===== src/rtl/uart_tx_line_arbiter.sv =====
// Line-locked arbiter that shares one UART TX serializer between NUM_REQ
// console byte producers. A grant holds until '\n', MAX_LINE bytes, or
// IDLE_TIMEOUT idle cycles, so lines from different harts never interleave.
// Each grant can be prefixed with an "<id>:" tag.
`timescale 1ns/1ps
module uart_tx_line_arbiter #(
  parameter int NUM_REQ      = 4,
  parameter int MAX_LINE     = 255,
  parameter int IDLE_TIMEOUT = 1024,
  parameter int TAG_EN       = 1,
  localparam int OW = (NUM_REQ > 1) ? $clog2(NUM_REQ) : 1,
  localparam int IW = $clog2(IDLE_TIMEOUT + 1)
) (
  input  logic                 clk_i,
  input  logic                 rst_ni,
  input  logic [NUM_REQ-1:0]   req_valid_i,
  input  logic [NUM_REQ*8-1:0] req_data_i,
  output logic [NUM_REQ-1:0]   req_ready_o,
  output logic                 tx_valid_o,
  output logic [7:0]           tx_data_o,
  input  logic                 tx_ready_i,
  output logic [OW-1:0]        owner_o,
  output logic                 busy_o,
  output logic                 timeout_o
);

  typedef enum logic [1:0] {S_IDLE, S_TAG_ID, S_TAG_SEP, S_STREAM} state_e;

  state_e        state_q, state_d;
  logic [OW-1:0] owner_q, owner_d;
  logic [OW-1:0] rr_q, rr_d;
  logic [7:0]    cnt_q, cnt_d;
  logic [IW-1:0] idle_q, idle_d;

  logic          gnt_found;
  logic [OW-1:0] gnt_idx;
  logic          own_vld;
  logic [7:0]    own_data;
  logic          accept;
  logic          release_line;
  logic [7:0]    cnt_inc;
  logic [IW-1:0] idle_inc;

  // Index base+k wrapped into 0..NUM_REQ-1 (k < NUM_REQ, base < NUM_REQ).
  function automatic logic [OW-1:0] wrap_idx(input logic [OW-1:0] base, input int k);
    int s;
    s = int'(base) + k;
    if (s >= NUM_REQ) s = s - NUM_REQ;
    return OW'(s);
  endfunction

  // Round-robin pick: first valid requester at or after the rr pointer.
  always_comb begin
    gnt_found = 1'b0;
    gnt_idx   = '0;
    for (int k = 0; k < NUM_REQ; k++) begin
      if (!gnt_found && req_valid_i[wrap_idx(rr_q, k)]) begin
        gnt_found = 1'b1;
        gnt_idx   = wrap_idx(rr_q, k);
      end
    end
  end

  assign own_vld  = req_valid_i[owner_q];
  assign own_data = req_data_i[8*owner_q +: 8];
  assign cnt_inc  = (cnt_q == 8'hFF) ? cnt_q : cnt_q + 8'd1;
  assign idle_inc = idle_q + 1'b1;

  // Next-state, datapath muxing and release decisions.
  always_comb begin
    state_d      = state_q;
    owner_d      = owner_q;
    rr_d         = rr_q;
    cnt_d        = cnt_q;
    idle_d       = idle_q;
    tx_valid_o   = 1'b0;
    tx_data_o    = 8'h00;
    req_ready_o  = '0;
    timeout_o    = 1'b0;
    accept       = 1'b0;
    release_line = 1'b0;
    case (state_q)
      S_IDLE: begin
        if (gnt_found) begin
          owner_d = gnt_idx;
          cnt_d   = 8'd0;
          idle_d  = '0;
          state_d = (TAG_EN != 0) ? S_TAG_ID : S_STREAM;
        end
      end
      S_TAG_ID: begin
        tx_valid_o = 1'b1;
        tx_data_o  = 8'h30 + 8'(owner_q);
        if (tx_ready_i) state_d = S_TAG_SEP;
      end
      S_TAG_SEP: begin
        tx_valid_o = 1'b1;
        tx_data_o  = 8'h3A;
        if (tx_ready_i) state_d = S_STREAM;
      end
      S_STREAM: begin
        tx_valid_o           = own_vld;
        tx_data_o            = own_data;
        req_ready_o[owner_q] = tx_ready_i;
        accept               = own_vld & tx_ready_i;
        idle_d               = own_vld ? '0 : idle_inc;
        if (accept) begin
          cnt_d = cnt_inc;
          if (own_data == 8'h0A || cnt_inc == 8'(MAX_LINE)) release_line = 1'b1;
        end
        // A requester that falls silent mid-line must not hold the UART forever.
        if (!own_vld && idle_inc == IW'(IDLE_TIMEOUT)) begin
          release_line = 1'b1;
          timeout_o    = 1'b1;
        end
        if (release_line) begin
          state_d = S_IDLE;
          rr_d    = (owner_q == OW'(NUM_REQ - 1)) ? '0 : owner_q + 1'b1;
          cnt_d   = 8'd0;
          idle_d  = '0;
        end
      end
      default: state_d = S_IDLE;
    endcase
  end

  // State registers; reset drops any partial line immediately.
  always_ff @(posedge clk_i or negedge rst_ni) begin
    if (!rst_ni) begin
      state_q <= S_IDLE;
      owner_q <= '0;
      rr_q    <= '0;
      cnt_q   <= 8'd0;
      idle_q  <= '0;
    end else begin
      state_q <= state_d;
      owner_q <= owner_d;
      rr_q    <= rr_d;
      cnt_q   <= cnt_d;
      idle_q  <= idle_d;
    end
  end

  assign busy_o  = (state_q != S_IDLE);
  assign owner_o = owner_q;

endmodule


===== config.mk =====
export PLATFORM = sky130hd
export DESIGN_NAME = uart_tx_line_arbiter
export DESIGN_NICKNAME = d
export VERILOG_FILES = /design/src/rtl/uart_tx_line_arbiter.sv
export SDC_FILE = /design/constraint.sdc
export NUM_CORES = 1
export LEC_CHECK = 0
export BUFFER_PORTS_ARGS = -buffer_cell sky130_fd_sc_hd__buf_2
export CORE_UTILIZATION = 50
export CTS_BUF_LIST = sky130_fd_sc_hd__clkbuf_4 sky130_fd_sc_hd__clkbuf_8
export CTS_CLUSTER_DIAMETER = 150
export DETAILED_ROUTE_END_ITERATION = 10
export GPL_TIMING_DRIVEN = 1
export PLACE_DENSITY = 0.74
export SLEW_MARGIN = 10
export SYNTH_ARGS = -nofsm -noshare
export SYNTH_HDL_FRONTEND = slang
export SYNTH_SLANG_ARGS = --single-unit
export TNS_END_PERCENT = 30

===== constraint.sdc =====
create_clock -name clk_i -period 6 [get_ports clk_i]
set_input_delay 0.3 -clock clk_i [delete_from_list [all_inputs] [get_ports clk_i]]
set_output_delay 0.3 -clock clk_i [all_outputs]
set_load 0.02 [all_outputs]

# == After elaboration in Yosys (flattened, before gate mapping) ==
# Cells that the tools add are included.
# word_totals
word_cells,109
in_bits,39
reg_bits,25
out_inout_bits,17
# op_classes
shift,1
muxes,48
n_eq_ne,13
n_lt_le_gt_ge,10
n_reduce_logical,19
addsub,11
bitwise_logic,2
# ops
cell,n
$mux W11,3
$mux W8,4
$shiftx A32 B6 Y8,1
$mux W2,13
$pmux W8 S3,1
$pmux W11 S2,1
$eq A8 B8 Y1 const B,2
$mux W1,16
$pmux W8 S2,1
$lt A2 B3 Y1 const B,5
$add A11 B1 Y11 const B,1
$eq A11 B11 Y1 const B,1
$bmux W1 S2,5
$ge A3 B3 Y1 const B,3
$add A8 B1 Y8 const B,1
$eq A8 B4 Y1 const B,1
$ne A2 B2 Y1 const B,4
$pmux W2 S4,1
$sub A2 B1 Y2 const B,4
$add A6 B2 Y7 const A,1
$add A2 B2 Y3 const B,2
$eq A2 B2 Y1 const B,3
$reduce_and A2 Y1,3
$logic_and A1 B1 Y1,5
other kinds (18),22

# == Depth between registers and ports, before layout ==
# Gate-level depths: netlist of the first run.
# depth
word_depth,16
depth_mapped,9
depth_no_buf,8

# == Worst setup path after synthesis of the first run ==
# Ideal clock, no wire load.
# synth_timing
path_type,flip-flop to flip-flop
from,reg owner_q[0] (netlist: owner_o[0])
to,reg state_q[1]
synth_period_minus_slack_ns,2.767
arrival_ns,2.642
path_buffers,0
t_required_ns,5.875
stages_incl_launch_ff,8
setup_time_ns,0.125
setup_slack_ns,3.233
path_cell_list,dfrtp_1 mux4_2 nor2b_1 nand4_1 o41a_1 a21boi_4 or2_1 mux2_4
# synth_via
elab_chain_cells,9
word_cells_on_any_way,14
cone_classes,2 x eq/ne; 1 x shift; 6 x mux; 1 x bitwise; 4 x reduce/logical
# synth_lines
element,line,rtl
"start, declared",30,"logic [OW-1:0] owner_q, owner_d;"
"start signal, assigned",137,owner_q <= owner_d;
$shiftx A32 B6 Y8,65,assign own_data = req_data_i[8*owner_q +: 8];
$eq A8 B4 Y1,109,if (own_data == 8'h0A || cnt_inc == 8'(MAX_LINE)) release_line = 1'b1;
$logic_or A1 B1 Y1,109,
$mux W1,109,
$mux W1,107,if (accept) begin
$mux W1 *,112,if (!own_vld && idle_inc == IW'(IDLE_TIMEOUT)) begin
$mux W1 *,82,case (state_q)
$ne A2 B2 Y1 (no source line) *,--,
$reduce_and A4 Y1 (no source line) *,--,
"end signal, assigned",136,state_q <= state_d;
"end, declared",29,"state_e state_q, state_d;"
# Every way passes the cells marked *; elsewhere a longest branch is shown, timed or not. The select of a mux whose other input is x is not followed.
# A chain may end at the register's enable or synchronous reset.

# == Worst setup path in the final report of the first run ==
# layout_timing
from,reg owner_q[0] (netlist: owner_o[0])
to,reg cnt_q[3]
# layout_via
elab_chain_cells,9
word_cells_on_any_way,16
cone_classes,2 x eq/ne; 1 x shift; 8 x mux; 1 x bitwise; 4 x reduce/logical
# layout_lines
element,line,rtl
$shiftx A32 B6 Y8,65,
$eq A8 B4 Y1,109,
$logic_or A1 B1 Y1,109,
$mux W1,109,
$mux W1,107,
$mux W1,112,
$mux W1,82,
$ne A3 B3 Y1 (no source line) / $mux W8 (equally long branches),--,
$reduce_and A3 Y1 (no source line) / $pmux W8 S2 (equally long branches),--,
"end signal, assigned",139,cnt_q <= cnt_d;
"end, declared",32,"logic [7:0] cnt_q, cnt_d;"
# Parallel ways exist; a longest one is shown, timed or not. The select of a mux whose other input is x is not followed.

==> summary.md, run 1 <==
| Metric | Value |
|---|---|
| Status | `finished, final reports clean` |
| Clk sink count | `25` |
| Worst R2R Path Depth | `7` |
| EDFF count, synth | `0` |
| Uppermost layer routed | `met4` |
| FF+latch count, synth | `25` |
| Crit path time final | `roughly 3400 ps` |
| Port bufs | `55` |
| Power density over cell area | `approximately 350 mW/mm^2` |
| Hold_buf cts | `0` |
| Boundary pin count | `56` |
| Antenna Cells | `0` |
| H-tree lvl count | `1` |
| Min-delay worst type | `in2async` |
| Chip width | `67.1 microns` |
| Critical Path AT | `between 3000 and 4000 ps` |
| Slew Limit Headroom | `44.1%` |
| Pleak | `1.12 nW` |
| CP Class | `reg2reg` |
| Asr flop ratio synth | `100%` |
| Latest clock arrival within the worst-skew pair | `between 200 and 300 ps` |
| RePlAce Congestion | `0.823` |
| Crit share post-route | `between 50% and 60%` |
| Sequential area share after synthesis | `between 20% and 30%` |
| Xor and xnor area share after synthesis | `approximately 2.5%` |
| Number of max-cap violations | `0` |
| Crit path from | `owner_o[0]` |
| Post-CTS Setup Bufs | `0` |
| Final HPWL DP | `slightly below 4000 microns` |
| Post-Synthesis Cell Area | `between 0.002 and 0.0025 sq mm` |
| WL per Instance | `about 15 microns` |
| Final setup fails | `0` |
| Worst setup EP type | `flip-flop` |
| TNS Setup | `0 ps` |
| Row Count | `23` |
| Reg power frac | `between 20% and 30%` |
| Wire length on met1 | `2360 microns` |
| Vias in the first global route | `1,859` |
| Total congestion overflow | `0` |
| Root Driver | `clkbuf_8` |
| Final Core Density | `between 60% and 70%` |
| Core Area | `a little over 0.004 sq mm` |
| Post-synthesis cell count | `240` |
| Synth Area in Compound Gates | `23.2%` |
| Simple-gate share of the synthesized area | `between 20% and 30%` |
| Filler cell count | `360` |
| Post-synth top area share | `roughly 29%` |
| Initial antenna violation count | `0` |
| Clk pin slew, worst setup/hold paths | `approximately 80 ps` |
| Switching Power | `~0.4 mW` |
| Power share of the clock group | `12.0%` |
| R2R Setup Slk | `2580 ps` |
| Die Ht | `67.1 microns` |
| Syn_nets | `roughly 290` |
| Sw frac | `47.5%` |
| Adder-cell share of the synthesized area | `slightly above 7%` |
| Reg2reg end | `cnt_q[3]` |
| Initial DRT Pass Iterations | `4` |
| Vias/cell | `between 5 and 6` |
| Worst slew pin tran | `839 ps` |
| Largest family of logic cells by synthesized area | `compound AO/OA/AOI/OAI gates` |
| Worst VDD drop | `roughly 230 uV` |
| Largest net degree at the start of global routing | `26` |
| CTS tree | `built` |
| Avg Inst Size Synth | `between 8 and 9 sq um` |
| WL met2 | `2480 microns` |
| Req. time, crit path | `6190 ps` |
| Die area | `roughly 0.0045 sq mm` |
| Final Hold Viols | `0` |
| Clock skew | `about 2.5 ps` |
| Total CTS buffers | `3` |
| Top FF cell, synth | `dfrtp_1` |
| Multiplexer share of the synthesized area | `about an eighth` |
| Fraction of layout cells with a size suffix above 1 | `27.6%` |
| Synth Warn # | `0` |
| Area leader, netlist | `dfrtp_1` |
| First-pass GRT wire length | `approximately 8600 microns` |
| Worst reg2reg path startpoint | `owner_o[0]` |
| Initial Util | `between 50% and 60%` |
| Synth area leaders | `dfrtp_1 (29%), mux4_2 (9.6%), ha_1 (7.1%)` |
| Final nets | `roughly 340` |
| Post-synth cell types | `51` |
| Slew Limit Fails | `0` |
| Area grow syn2layout | `16.4%` |
| Starting DRC count in detailed routing | `roughly 250` |
| Fin cells | `340` |
| Post-synth top cells | `dfrtp_1 (25), nand2_1 (25), o21ai_0 (19), nor2_1 (18), a21oi_1 (16)` |
| Unrepaired setup endpoints after global routing | `no` |
| Post-route ant nets | `0` |
| Via count | `2,025` |
| Routed WL | `about 5000 microns` |
| P_int | `about 0.45 mW` |
| Metal3 WL | `~140 microns` |
| # DRC | `0` |
| Crit Path Max Fanout | `16` |
| Combinational Power Share | `roughly three fifths` |
| Max frequency | `slightly below 0.3 GHz` |
| Startpoint types | `flip-flop` |
| Tot GR Track Use | `between 20% and 30%` |
| PostCTS Resize Cnt | `0` |
| CTS Buffer Depth | `2` |
| Placed insts | `336` |
==> metrics by stage <==
| stage | power (mW) | instance area (sq um) | hold WS, ps | worst slack, ps |
|---|---|---|---|---|
| floorplan | 0.620 | 2120 | 4.41 | 3230 |
| global placement | 0.756 | 2420 | 323 | 2690 |
| detailed placement | 0.761 | 2420 | 327 | 2610 |
| CTS | 0.868 | 2470 | 34.2 | 2580 |
| global route | 0.934 | 2470 | 58.4 | 2340 |
| finish | 0.864 | 2470 | 15.9 | 2580 |
==> flip-flops by register name (all words and copies together) (netlist names) <==
name     count
state_q      2
idle_q      11
owner_o      2
cnt_q        8
rr_q         2
==> power by group through the flow <==
stage,Combinational [mW],Sequential (mW),Clock [mW]
2_1_floorplan,0.385,0.235,0
3_3_place_gp,0.500,0.255,0
3_5_place_dp,0.503,0.257,0
4_1_cts,0.506,0.254,0.108
5_1_grt,0.557,0.262,0.114
6_report,0.507,0.253,0.104
==> kinds of logic after synthesis <==
kind of cell	Yosys count
AOI/OAI and AO/OA	71
buffers and inverters	22
DFF	25
adders and majority gates	12
muxes	15
and+or+nand+nor	89
xor gates and xnor gates	6
==> cell usage in the layout (no fill, tap or decap), types with 2 or more instances in the layout <==
cell and n:
o31ai_1 4, a22oi_1 3, and3_1 5, mux4_2 9, nor2b_1 2, ha_1 12, dfrtp_1 25, a32o_1 2
or3_1 2, nor2_1 18, nand4_1 4, mux2i_1 2, buf_2 55, nand2_1 25, nand3_1 11, nand2b_1 3
inv_1 12, xor2_1 5, a31oi_1 5, a21oi_1 16, mux2_2 3, and2_1 6, nor4b_1 2, o21ai_0 19
a41oi_1 2, a221o_1 3, clkbuf_8 3, nor3_1 5, nor4_1 2, a31o_2 3
==> routing by layer <==
layer,track usage [%],vias up
li1,-,1001
met1,34.1,977
met2,41.5,41
met3,3.77,6
met4,5.32,0
met5,0,-
==> worst max-delay path: stages, from the launching register on <==
cell and delay, ps:
dfrtp_1 800, mux4_2 650, nor2b_1 140, nand4_1 130
o41a_1 540, a21oi_1 710, a41oi_1 210, a21oi_1 160
==> cell type report <==
| class | count | area (sq um) | area share (%) |
|---|---|---|---|
| inverter | 12 | 45.0 | 1.82 |
| sequential | 25 | 626 | 25.3 |
| timing repair buffer | 56 | 283 | 11.5 |
| multi-input combinational | 193 | 1400 | 56.9 |
| clock buffer | 4 | 48.8 | 1.98 |
| tap | 50 | 62.6 | 2.53 |
==> how the worst max path moves through the flow <==
stage,endpoint,slack [ps],depth (start not counted)
2_1_floorplan,state_q[1],3230,7
3_3_place_gp,cnt_q[1],2690,7
3_5_place_dp,cnt_q[0],2610,7
4_1_cts,cnt_q[0],2580,7
5_1_grt,cnt_q[4],2340,7
6_report,cnt_q[3],2580,7
No activity file was read; power rests on OpenSTA's default activity.
==> run 2, diff against run 1 <==
- ABC_AREA: unset -> 1
- PLACE_DENSITY: 0.74 -> 0.76
- clock period: 6 -> 2.8 ns (I/O delays scaled with it)
==> run 2 against run 1 <==
Sequential cell count did not move. Final cell count rose by 46%. Total power grew 140%. Sequential power rose by 89%. Utilization about the same. Critical endpoint is now timeout_o.
==> summary.md, run 2 <==
| Metric | Value |
|---|---|
| Initial DRT Pass Iterations | `4` |
| Hold WS | `around 380 ps` |
| Avg Inst Size Synth | `6.11 sq um` |
| Root Driver | `clkbuf_8` |
| Final Hold Viols | `0` |
| Initial Util | `a little over half` |
| RePlAce Congestion | `0.843` |
| Tot GR Track Use | `~23%` |
| Startpoint types | `flip-flop` |
| Antenna Cells | `0` |
| Syn_nets | `445` |
| Final setup fails | `0` |
| Worst setup EP type | `output pin` |
| Area leader, netlist | `dfrtp_1` |
| WL per Instance | `between 10 and 15 microns` |
| CP Class | `reg2out` |
| Worst slew pin tran | `567 ps` |
| Power density over cell area | `744 mW/mm^2` |
| Total CTS buffers | `3` |
| Starting DRC count in detailed routing | `between 100 and 150` |
| TNS Setup | `0 ps` |
| Post-synth cell types | `29` |
| Top FF cell, synth | `dfrtp_1` |
| Max frequency | `0.421 GHz` |
| Fraction of layout cells with a size suffix above 1 | `16.3%` |
| Vias/cell | `approximately 5.3` |
| Min-delay worst type | `in2reg` |
| Worst VDD drop | `between 700 and 800 uV` |
| Port bufs | `55` |
| CTS Buffer Depth | `2` |
| FF+latch count, synth | `25` |
| Post-CTS Setup Bufs | `0` |
| Number of max-cap violations | `0` |
| Total congestion overflow | `0` |
| Crit share post-route | `84.9%` |
| Area grow syn2layout | `13.9%` |
| Chip width | `around 71 microns` |
| Row Count | `24` |
| Post-synth top cells | `nand2_1 (143), inv_1 (41), nand3_1 (41), nor2_1 (35), o21ai_0 (27)` |
| Clk pin slew, worst setup/hold paths | `90 ps` |
| Pleak | `1.41 nW` |
| Asr flop ratio synth | `100%` |
| Commonest non-fill, non-tap cell in the layout | `nand2_1` |
| Boundary pin count | `between 50 and 60` |
| First-pass GRT wire length | `around 9600 microns` |
| Post-route ant nets | `0` |
| Clk sink count | `25` |
| CTS tree | `built` |
| Core Area | `0.00447 sq mm` |
| Routed WL | `around 5600 microns` |
| Status | `finished, final reports clean` |
| EDFF count, synth | `0` |
| Final HPWL DP | `~4400 microns` |
| Post-synth top area share | `26.0%` |
| # DRC | `0` |
| Vias in the first global route | `around 2,300` |
| Most frequent cell after synthesis | `nand2_1` |
| Slew Limit Fails | `0` |
| Most frequent cells in the layout | `nand2_1 (143), buf_2 (55), inv_1 (41), nand3_1 (41), nor2_1 (35)` |
| Final nets | `~500` |
| Sequential area share after synthesis | `a little over a quarter` |
| Register name with the most flops | `idle_q` |
| Synth area leaders | `dfrtp_1 (26%), nand2_1 (22%), nand3_1 (8.5%)` |
| Die area | `between 0.005 and 0.006 sq mm` |
| Crit Path Max Fanout | `14` |
| Via count | `between 2,000 and 3,000` |
| Largest register FFs | `11` |
| Latest clock arrival within the worst-skew pair | `around 270 ps` |
| Post-synthesis cell count | `approximately 390` |
| Post-Synthesis Cell Area | `approximately 0.0024 sq mm` |
| Filler cell count | `444` |
| Clock skew | `approximately 9.9 ps` |
| Initial antenna violation count | `0` |
| Synth Warn # | `0` |
| Crit path time final | `2380 ps` |
| Largest net degree at the start of global routing | `26` |
| Unrepaired setup endpoints after global routing | `no` |
| Regs by FF count | `idle_q: 11 flops, cnt_q: 8 flops` |
| Req. time, crit path | `2660 ps` |
| Critical Path AT | `2240 ps` |
| Die Ht | `slightly above 70 microns` |
| Slew Limit Headroom | `between 60% and 70%` |
| H-tree lvl count | `1` |
| PostCTS Resize Cnt | `0` |
| Hold_buf cts | `1` |
==> run 2: changes by cell type in the layout (fill, tap and decap cells not counted), moves of 5 or more <==
cell | previous run | this run
mux4_2 | 9 | 0
nor2_1 | 18 | 35
nand3_1 | 11 | 41
o21ai_0 | 19 | 27
nand2_1 | 25 | 143
a21oi_1 | 16 | 8
nand4_1 | 4 | 20
a31oi_1 | 5 | 0
inv_1 | 12 | 41
and3_1 | 5 | 0
==> run 2: path summary, 6_finish.rpt <==
kind | startpoint | endpoint | slack, ps | cells after the start
worst max-delay path | owner_o[1] | timeout_o | 420 | 9
worst min-delay path | tx_ready_i | state_q[0] | 380 | 7
worst max register to register | cnt_q[0] | state_q[1] | 520 | 14
worst min register to register | cnt_q[6] | cnt_q[6] | 580 | 2
max in group asynchronous | rst_ni | idle_q[8] | 2030 | 2
min in group asynchronous | rst_ni | cnt_q[6] | 390 | 2
==> run 2: layer usage <==
| layer | part of all wire, % | wire length (microns) | track usage, % | vias to the layer above |
|---|---|---|---|---|
| met4 | 0.28 | 16 | 3.11 | 0 |
| met1 | 49 | 2790 | 30.9 | 1185 |
| met2 | 47 | 2680 | 40.5 | 41 |
| met5 | 0 | 0 | 0 | - |
| met3 | 2.9 | 161 | 2.81 | 2 |
| li1 | - | - | - | 1373 |
==> run 2: through the flow <==
step / instance area (sq um) / worst slack, ps / total power, mW / utilization (%) / instances
final: 2740 / 422 / 2.04 / 61.2 / 495
after global routing: 2740 / 230 / 2.22 / 61.2 / 495
after CTS: 2740 / 434 / 2.05 / 61.2 / 495
after detailed placement: 2680 / 533 / 1.82 / 59.9 / 490
after global placement: 2680 / 585 / 1.80 / 59.9 / 490
after floorplan: 2410 / 816 / 1.52 / - / 394
==> run 2: area by class of cell <==
class | instances | area [sq um] | share of cell area [%]
clock buffers | 3 | 41.3 | 1.51
clock inverters | 1 | 7.51 | 0.274
inverters | 42 | 158 | 5.75
multi-input cells | 313 | 1540 | 56.0
flip-flops and latches | 25 | 626 | 22.8
well taps | 52 | 65.1 | 2.37
repair buffers | 59 | 308 | 11.2
==> run 2: worst max-delay path, cell delays in order (launching register included) <==
cell	delay [ps]
dfrtp_1	350
inv_1	180
a21oi_1	180
o21ai_0	100
nand2_1	280
nand2_1	90
nor2_1	150
nand3_2	260
nor2_1	170
buf_2	180
==> run 2: cells by family after synthesis <==
group	synth area share, %
buffers and inverters	10.2
multiplexers	0.416
flip-flops	26.0
XOR/XNOR	1.82
AO/OA/AOI/OAI	10.3
adder cells (fa/ha/maj)	6.24
AND/OR/NAND/NOR	45.0
==> run 2: report_power, final <==
group / total (mW) / internal, mW / switching, mW
registers: 0.477 / 0.408 / 0.0685
clock network: 0.218 / 0.101 / 0.117
logic: 1.35 / 0.415 / 0.930
